### config.mk
export PLATFORM = sky130hd
export DESIGN_NAME = cmos_pixel_packer
export DESIGN_NICKNAME = d
export VERILOG_FILES = /design/src/rtl/cmos_pixel_packer.sv
export SDC_FILE = /design/constraint.sdc
export NUM_CORES = 1
export LEC_CHECK = 0
export ABC_AREA = 1
export CORE_ASPECT_RATIO = 1.5
export CORE_MARGIN = 1.5
export CORE_UTILIZATION = 30
export CTS_BUF_LIST = sky130_fd_sc_hd__clkbuf_4
export DETAILED_ROUTE_END_ITERATION = 8
export GPL_ROUTABILITY_DRIVEN = 0
export GPL_TIMING_DRIVEN = 0
export SETUP_SLACK_MARGIN = 0.05
export SLEW_MARGIN = 40
export SYNTH_ARGS = -nofsm -noshare
export SYNTH_HDL_FRONTEND = slang
export SYNTH_SLANG_ARGS = --single-unit
### constraint.sdc
create_clock -name clk -period 1.77 [get_ports clk]
set_clock_uncertainty 0.1 [all_clocks]
set_input_delay 0.4425 -clock clk [delete_from_list [all_inputs] [get_ports clk]]
set_output_delay 0.4425 -clock clk [all_outputs]
set_load 0.01 [all_outputs]
### src/rtl/cmos_pixel_packer.sv
// -----------------------------------------------------------------------------
// cmos_pixel_packer
//
// Camera-side capture front end for an OV7670-style 8-bit sensor. It sits
// directly upstream of the frame-buffer write FIFO. The block samples the byte
// bus under VSYNC/HREF and pairs consecutive bytes into 16-bit RGB565 words.
// It issues a one-cycle write strobe per pixel and provides a frame window that
// lets the buffer restart its write address.
//
// After init_done rises, the first SKIP_FRAMES frames are discarded while the
// sensor registers settle. Lines whose geometry does not match IMG_WIDTH raise a
// sticky error flag.
//
// Ports:
//   clk          camera pixel clock (PCLK); every register updates on its rising edge
//   rst          synchronous active-high reset
//   init_done    sensor configuration and memory initialisation complete
//   cmos_vsync   high during vertical blanking
//   cmos_href    high while the bytes of a line are valid
//   cmos_data    sensor byte
//   pixel_we     one-cycle strobe; pixel_data is valid while it is high
//   pixel_data   {first byte, second byte} of the pixel
//   frame_valid  high for the active part of a captured frame
//   frame_start  one-cycle pulse at the start of each captured frame
//   frame_cnt    captured-frame counter, wraps 255 -> 0
//   line_err     sticky: a line had the wrong pixel count or an odd byte count
// -----------------------------------------------------------------------------
module cmos_pixel_packer #(
    parameter int IMG_WIDTH   = 640,
    parameter int IMG_HEIGHT  = 480,
    parameter int SKIP_FRAMES = 10
) (
    input  logic        clk,
    input  logic        rst,
    input  logic        init_done,
    input  logic        cmos_vsync,
    input  logic        cmos_href,
    input  logic [7:0]  cmos_data,
    output logic        pixel_we,
    output logic [15:0] pixel_data,
    output logic        frame_valid,
    output logic        frame_start,
    output logic [7:0]  frame_cnt,
    output logic        line_err
);

    // The counters get one bit of headroom above what the nominal geometry
    // needs. This lets an over-long line still count past IMG_WIDTH and be
    // flagged, instead of aliasing back onto a legal value.
    localparam int PIX_W  = $clog2(IMG_WIDTH + 1) + 1;
    localparam int LINE_W = $clog2(IMG_HEIGHT + 1) + 1;
    localparam int SKIP_W = $clog2(SKIP_FRAMES + 1) + 1;

    localparam logic [PIX_W-1:0]  PIX_WIDTH  = PIX_W'(IMG_WIDTH);
    localparam logic [PIX_W-1:0]  PIX_MAX    = '1;
    localparam logic [LINE_W-1:0] LINE_LIMIT = LINE_W'(IMG_HEIGHT);
    localparam logic [SKIP_W-1:0] SKIP_TGT   = SKIP_W'(SKIP_FRAMES);

    typedef enum logic [1:0] {
        IDLE,
        SKIP,
        WAIT,
        CAPTURE
    } state_t;

    state_t              state;
    logic                s1_vs, s1_href, s1_vs_d, s1_href_d;
    logic [7:0]          s1_data;
    logic [SKIP_W-1:0]   skip_cnt;
    logic [PIX_W-1:0]    pix_cnt;
    logic [LINE_W-1:0]   line_cnt;
    logic                toggle;
    logic [7:0]          hi_byte;
    logic [15:0]         word;
    logic                word_vld;

    logic                vs_rise, vs_fall, href_fall;
    logic                pair_done, in_window;

    // Input stage: one register on the sensor pins. Edges are found by
    // comparing the registered sample with its previous value.
    always_ff @(posedge clk) begin
        // NOTE: sequential state uses non-blocking assignments so that every
        // register samples pre-edge values regardless of statement order.
        if (rst) begin
            s1_vs     <= 1'b0;
            s1_href   <= 1'b0;
            s1_data   <= 8'd0;
            s1_vs_d   <= 1'b0;
            s1_href_d <= 1'b0;
        end else begin
            s1_vs     <= cmos_vsync;
            s1_href   <= cmos_href;
            s1_data   <= cmos_data;
            s1_vs_d   <= s1_vs;
            s1_href_d <= s1_href;
        end
    end

    assign vs_rise   =  s1_vs   & ~s1_vs_d;
    assign vs_fall   = ~s1_vs   &  s1_vs_d;
    assign href_fall = ~s1_href &  s1_href_d;

    // A byte completes a pixel when it arrives with the toggle set. The pixel
    // is written only while it lies inside the nominal image.
    assign pair_done = (state == CAPTURE) && init_done && s1_href && !s1_vs && toggle;
    assign in_window = (pix_cnt < PIX_WIDTH) && (line_cnt < LINE_LIMIT);

    // Control FSM together with the frame/line bookkeeping.
    always_ff @(posedge clk) begin
        if (rst) begin
            state       <= IDLE;
            skip_cnt    <= '0;
            pix_cnt     <= '0;
            line_cnt    <= '0;
            toggle      <= 1'b0;
            word_vld    <= 1'b0;
            frame_valid <= 1'b0;
            frame_start <= 1'b0;
            frame_cnt   <= 8'd0;
            line_err    <= 1'b0;
        end else begin
            frame_start <= 1'b0;
            word_vld    <= 1'b0;

            if (!init_done) begin
                // Losing initialisation aborts the frame. The skip sequence
                // starts over, but frame_cnt and line_err are kept.
                state       <= IDLE;
                frame_valid <= 1'b0;
                skip_cnt    <= '0;
                toggle      <= 1'b0;
            end else begin
                case (state)
                    IDLE: begin
                        skip_cnt <= '0;
                        toggle   <= 1'b0;
                        state    <= (SKIP_FRAMES > 0) ? SKIP : WAIT;
                    end

                    SKIP: begin
                        if (vs_rise) begin
                            skip_cnt <= skip_cnt + SKIP_W'(1);
                            if (skip_cnt + SKIP_W'(1) == SKIP_TGT)
                                state <= WAIT;
                        end
                    end

                    WAIT: begin
                        if (vs_fall) begin
                            state       <= CAPTURE;
                            frame_valid <= 1'b1;
                            frame_start <= 1'b1;
                            pix_cnt     <= '0;
                            line_cnt    <= '0;
                            toggle      <= 1'b0;
                        end
                    end

                    CAPTURE: begin
                        if (vs_rise) begin
                            // Frame closes. A line cut short by vsync is
                            // dropped without being judged.
                            state       <= WAIT;
                            frame_valid <= 1'b0;
                            frame_cnt   <= frame_cnt + 8'd1;
                            toggle      <= 1'b0;
                        end else if (s1_vs) begin
                            toggle <= 1'b0;         // href during blanking is noise
                        end else if (s1_href) begin
                            if (!toggle) begin
                                toggle <= 1'b1;
                            end else begin
                                toggle   <= 1'b0;
                                word_vld <= in_window;
                                if (pix_cnt != PIX_MAX)
                                    pix_cnt <= pix_cnt + PIX_W'(1);
                            end
                        end else begin
                            toggle <= 1'b0;
                            if (href_fall) begin
                                // An odd trailing byte is dropped silently
                                // but still marks the line as bad.
                                if (line_cnt != LINE_LIMIT)
                                    line_cnt <= line_cnt + LINE_W'(1);
                                pix_cnt <= '0;
                                if (pix_cnt != PIX_WIDTH || toggle)
                                    line_err <= 1'b1;
                            end
                        end
                    end

                    default: state <= IDLE;
                endcase
            end
        end
    end

    // Byte-pairing datapath.
    // NOTE: pure data registers carry no reset; their contents are only
    // observed when qualified by a reset-controlled valid bit.
    always_ff @(posedge clk) begin
        if (state == CAPTURE && s1_href && !s1_vs && !toggle)
            hi_byte <= s1_data;
        if (pair_done)
            word <= {hi_byte, s1_data};
    end

    // Output register: second stage of the two-cycle pairing pipeline.
    always_ff @(posedge clk) begin
        if (rst) begin
            pixel_we   <= 1'b0;
            pixel_data <= 16'd0;
        end else begin
            pixel_we <= word_vld & init_done;
            if (word_vld)
                pixel_data <= word;
        end
    end

endmodule

==> results of run 1 <==
==> final cells by class <==
| cell class | instances | area share [%] |
|---|---|---|
| tap | 159 | 4.03 |
| inverter | 65 | 4.99 |
| clock inverter | 5 | 1.32 |
| buffer | 11 | 1.22 |
| multi-input combinational | 322 | 33.6 |
| antenna | 1 | 0.0506 |
| clock buffer | 11 | 1.67 |
| timing repair buffer | 51 | 9.55 |
| sequential | 94 | 43.6 |
==> cell usage after synthesis (all sizes together) <==
| cell type | instances | share of area, % |
|---|---|---|
| nor3 | 11 | 1.4 |
| clkinv | 1 | 0.093 |
| a21oi | 33 | 4.3 |
| o21a | 1 | 0.19 |
| inv | 64 | 6.0 |
| a31o | 2 | 0.44 |
| edfxtp | 24 | 18 |
| dfxtp | 70 | 35 |
| xor2 | 1 | 0.22 |
| o21ai | 25 | 3.1 |
| o21bai | 2 | 0.47 |
| xnor2 | 4 | 0.87 |
| nor2 | 92 | 9.9 |
| buf | 2 | 0.56 |
| nand4 | 10 | 1.6 |
| nor3b | 3 | 0.56 |
| nand2 | 102 | 11 |
| nor4 | 3 | 0.47 |
| clkbuf | 9 | 0.84 |
| nand3 | 26 | 3.4 |
| ha | 7 | 2.2 |
==> per-layer routing <==
layer | vias up | track usage, % | share of wire [%]
met2 | 49 | 25.2 | 53
met5 | - | 0 | 0
met4 | 0 | 7.74 | 3.4
li1 | 1702 | - | -
met1 | 1561 | 12.8 | 41
met3 | 21 | 2.35 | 2.5
==> report_power, final <==
group	switching [mW]	leakage [nW]	internal [mW]
sequential	0.0139	0.795	2.21
combinational	0.0580	1.17	0.0381
clock	0.753	0.0825	0.482
==> logic make-up (layout without fill, tap and decap cells) <==
group	after synthesis	count (layout)	synth area share (%)
other	0	1	0
DFF	94	94	52.8
xor gates and xnor gates	5	5	1.09
buffers and inverters	76	143	7.53
adders and majority gates	7	7	2.18
AOI/OAI and AO/OA	63	63	8.50
and+or+nand+nor	247	247	27.9
==> registers in the layout, indices dropped and copies added (netlist names), 5 cells and up <==
name	cells
frame_cnt	8
hi_byte	8
line_cnt	10
pix_cnt	11
pixel_data	16
s1_data	8
skip_cnt	5
word	16
==> per-stage QoR <==
step | utilization (%) | std cells
after detailed placement | 35.5 | 690
final | 38.0 | 719
after global placement | 35.5 | 690
after floorplan | - | 492
after global routing | 38.0 | 719
after CTS | 37.2 | 713
==> how the worst min path moves through the flow <==
stage	end	slack [ns]
after floorplan	word[10]	0.30
after global placement	word[9]	0.30
after detailed placement	word[15]	0.30
after CTS	word[10]	0.32
after global routing	word[15]	0.34
final	word[10]	0.32
==> timing repair <==
action,in CTS,in global routing
endpoints found under the setup margin,67,24
pin swaps,4,4
hold buffers,0,0
buffers inserted,7,4
resized for setup,49,18
cloned,0,1
==> flow_summary.ini, run 1 <==
[timing]
final.period_utilization_pct = 94.0
report.final.setup_viol = 0
slew_viol_final = 0
setup_slack_ns = 0.106
fin_hold_ws_ns = 0.323
hold_viol = 0
min_period_ns = 1.66
worstMarginPinSlew_ns = 0.617
timing.fmax_mhz = 601
tns_ns = 0
relSlewSlack_pct = 58.9
rsz0062_at_grt = no

[clock_network]
path_clk_slew_ns = 0.15
cts_tree = done
cts_sinks = 94
cts_buffer_depth = 2
htreeDepth = 3
cts-root-buf = clkbuf_4
cts_buffers = 9
clk_latency_ns = 0.46

[placed_design]
dp.final_hpwl_mm = 6.46
io_buffers = 39
pre_cts_slack_ns = -0.611
postPlaceCellArea_um2 = 4620

[power_and_ir_drop]
max-vdd-ir-drop_v = 0.000302
power.density_nw_per_um2 = 719
power_leakage_nw = 2.04
power_mw = 3.55

[finish]
drive_above_1_share_pct = 15.6
layout.nets = 574
final.fill_count = 1332
final_common_cell = nand2_1
seqCellArea_um2 = 2150
fin_area_um2 = 4940
layout_common_cells = 91 x nand2_1, 81 x nor2_1, 59 x inv_1, 52 x dfxtp_1, 30 x a21oi_1
multi_input_area_um2 = 1660
area_growth_pct = 22.9

[die]
die_h_um = 145
die-area_um2 = 14100
die_x_um = 97.5
start_util_pct = 30.9
io_pins = 41
row_count = 51
core_area_um2 = 13000

[worst_setup_path]
crit_chain = dlygate4sd2_1
path_depth = 1
cp_max_fo = 7
max_stage_delay_ns = 0.39
slowest_stage = dfxtp_4
rrSetupSlack_ns = 0.15
cp-start-kind = flop
path_class = reg2out
r2r-end = pix_cnt[8]
startpoint = frame_cnt[3]
cp_top_family = flip-flops
cp.required_ns = 1.23
reg2reg_depth = 9
critical_path.endpoint = frame_cnt[3]
r2r_start = s1_vs
worstPathArrival_ns = 1.12
cp-end-kind = output pin
critPathBufInv = 1

[logic_synthesis]
netlist_instances = 492
yosysWarnings = 0
synth_cell_types = 32
syn-cell-area_um2 = 4020
syn_nets = 512
synth_seq_area_share_pct = 52.8
ys_ff_latch = 94
synth.avg_cell_area_um2 = 8.17

[drt]
wl_per_cell_um = 12.2
drtAntennaViolNets = 0
drt_iter0_drc = 154
routed_via_density = 4.64
route.vias.total = 3333
finalWirelength_mm = 8.80
drt_pre_antenna_iters = 4
drc = 0

[global_routing]
overflow = 0
grt_antenna_before_repair = 1
grt_first_pass_wirelength_mm = 14.6
track_usage_pct = 13.0
grt_start_max_net_pins = 17
first_global_vias = 3252

[worst_hold_path]
hold_path_startpoint = hi_byte[2]
min-delay-path-class = reg2reg
hold_depth = 0

[run_status]
status = complete, no violations

[run]
maxCapViolations = 0
Note: power is estimated with default switching activity, not from simulation.
==> run 2, diff against run 1 <==
- PLACE_DENSITY: not set -> 0.56
==> flow_summary.ini, run 2 (same netlist as run 1, synthesis figures left out) <==
[run_status]
status = complete, no violations

[finish]
layout_common_cells = 90 x nand2_1, 79 x nor2_1, 59 x inv_1, 48 x dfxtp_1, 30 x a21oi_1
multi_input_area_um2 = 1660
drive_above_1_share_pct = 17.2
layout.nets = 578
finish.utilization_pct = 38.0
final.fill_count = 1346
final_common_cell = nand2_1
area_growth_pct = 23.0
top_regs = pixel_data (16), word (16), pix_cnt (11)
seqCellArea_um2 = 2160

[die]
die_x_um = 97.5
core_area_um2 = 13000
start_util_pct = 30.9
io_pins = 41
die-area_um2 = 14100
die_h_um = 145
row_count = 51

[global_routing]
grt_first_pass_wirelength_mm = 14.7
grt_antenna_before_repair = 1
first_global_vias = 3218
grt_start_max_net_pins = 19
overflow = 0
track_usage_pct = 13.2

[worst_setup_path]
cp-start-kind = flop
path_class = reg2out
max_stage_delay_ns = 0.39
cp_max_fo = 6
cp-end-kind = output pin
critPathBufInv = 1
crit_chain = dlygate4sd2_1
slowest_stage = dfxtp_4
cp_top_family = flip-flops
cp.required_ns = 1.23
worstPathArrival_ns = 1.13

[timing]
rsz0062_at_grt = yes
timing.fmax_mhz = 598
hold_viol = 0
slew_viol_final = 0
final.period_utilization_pct = 94.5
report.final.setup_viol = 0
relSlewSlack_pct = 60.6
min_period_ns = 1.67
worstMarginPinSlew_ns = 0.591

[power_and_ir_drop]
seq_power_share_pct = 64.2
switching_power_mw = 0.891
clockPowerShare_pct = 32.9
max-vdd-ir-drop_v = 0.000287
power.density_nw_per_um2 = 699
internal_power_mw = 2.57
power_leakage_nw = 2.04
power_mw = 3.46
switching_share_pct = 25.8
power_frac_comb_pct = 2.9

[drt]
route.vias.total = 3319
drt_iter0_drc = 153
wl_per_cell_um = 12.3
finalWirelength_mm = 8.87
drtAntennaViolNets = 0
drt_pre_antenna_iters = 4
drc = 0
routed_via_density = 4.59

[run]
maxCapViolations = 0

[clock_network]
path_clk_slew_ns = 0.16
cts-root-buf = clkbuf_4
ctsHoldBuffers = 0
clk_latency_ns = 0.47
cts_buffers = 9
htreeDepth = 3
cts_tree = done
cts_buffer_depth = 2
cts_sinks = 94

[placed_design]
dp.final_hpwl_mm = 6.37
io_buffers = 39

[worst_hold_path]
min-delay-path-class = in2reg
[run 2: cell types whose count changed in the layout (fill, tap and decap cells not counted), moves of 2 or more]
cell,before,now
dfxtp_2,14,18
nor2_2,5,7
clkbuf_4,11,9
nor2_1,81,79
buf_4,10,15
clkinvlp_4,0,2
dfxtp_1,52,48
inv_6,3,1
[run 2: final timing paths]
path	to	slack, ns	start	depth (start not counted)
worst max-delay path	frame_cnt[4]	0.1	frame_cnt[4]	1
worst min-delay path	frame_cnt[0]	0.32	rst	3
worst max register to register	pix_cnt[1]	0.14	pix_cnt[1]	10
worst min register to register	word[9]	0.34	hi_byte[1]	0
[run 2: timing repair]
action                     CTS  global route
setup buffers               10             6
hold endpoints to repair     0             0
pin swaps                    3             4
setup endpoints to repair   69            34
gates resized for setup     49            21
[run 2: worst register-to-register path: cells and delay by family (launching register included)]
family	cells	cell delay, ns
DFF	1	0.39
AOI/OAI and AO/OA	1	0.12
adders and majority gates	1	0.18
and+or+nand+nor	6	0.56
buffers and inverters	2	0.22
[run 2: area by class of cell]
type                    instances  share of cell area, %
flip-flops and latches         94                   43.7
multi-input cells             322                   33.5
repair buffers                 55                   9.87
inverters                      65                   4.98
well taps                     159                   4.02
clock inverters                 7                   1.39
clock buffers                   9                   1.37
plain buffers                  11                   1.14
diodes                          1                 0.0506
[run 2: power groups by stage]
stage | Sequential, mW | Combinational (mW) | Clock [mW]
finish | 2.22 | 0.0989 | 1.14
global route | 2.22 | 0.112 | 1.26
CTS | 2.22 | 0.0987 | 1.18
detailed placement | 2.27 | 0.0976 | 0
global placement | 2.27 | 0.0973 | 0
floorplan | 2.27 | 0.0504 | 0
[run 2: metrics by stage]
stage          area [µm²]  hold slack, ns  worst slack, ns  setup TNS (ns)  std cells
2_1_floorplan        4030           0.300            0.142               0        492
3_3_place_gp         4620           0.301           -0.591          -20.52        690
3_5_place_dp         4620           0.305           -0.579          -21.11        690
4_1_cts              4850           0.294           0.0555               0        716
5_1_grt              4940           0.339           0.0175               0        723
6_report             4940           0.323           0.0968               0        723
[run 2: routing by layer]
| layer | GRT usage [%] | up-vias | part of all wire (%) |
|---|---|---|---|
| met1 | 13.1 | 1521 | 40 |
| met4 | 8.05 | 0 | 2.6 |
| met2 | 25.1 | 72 | 53 |
| li1 | - | 1711 | - |
| met5 | 0 | - | 0 |
| met3 | 2.59 | 15 | 3.8 |
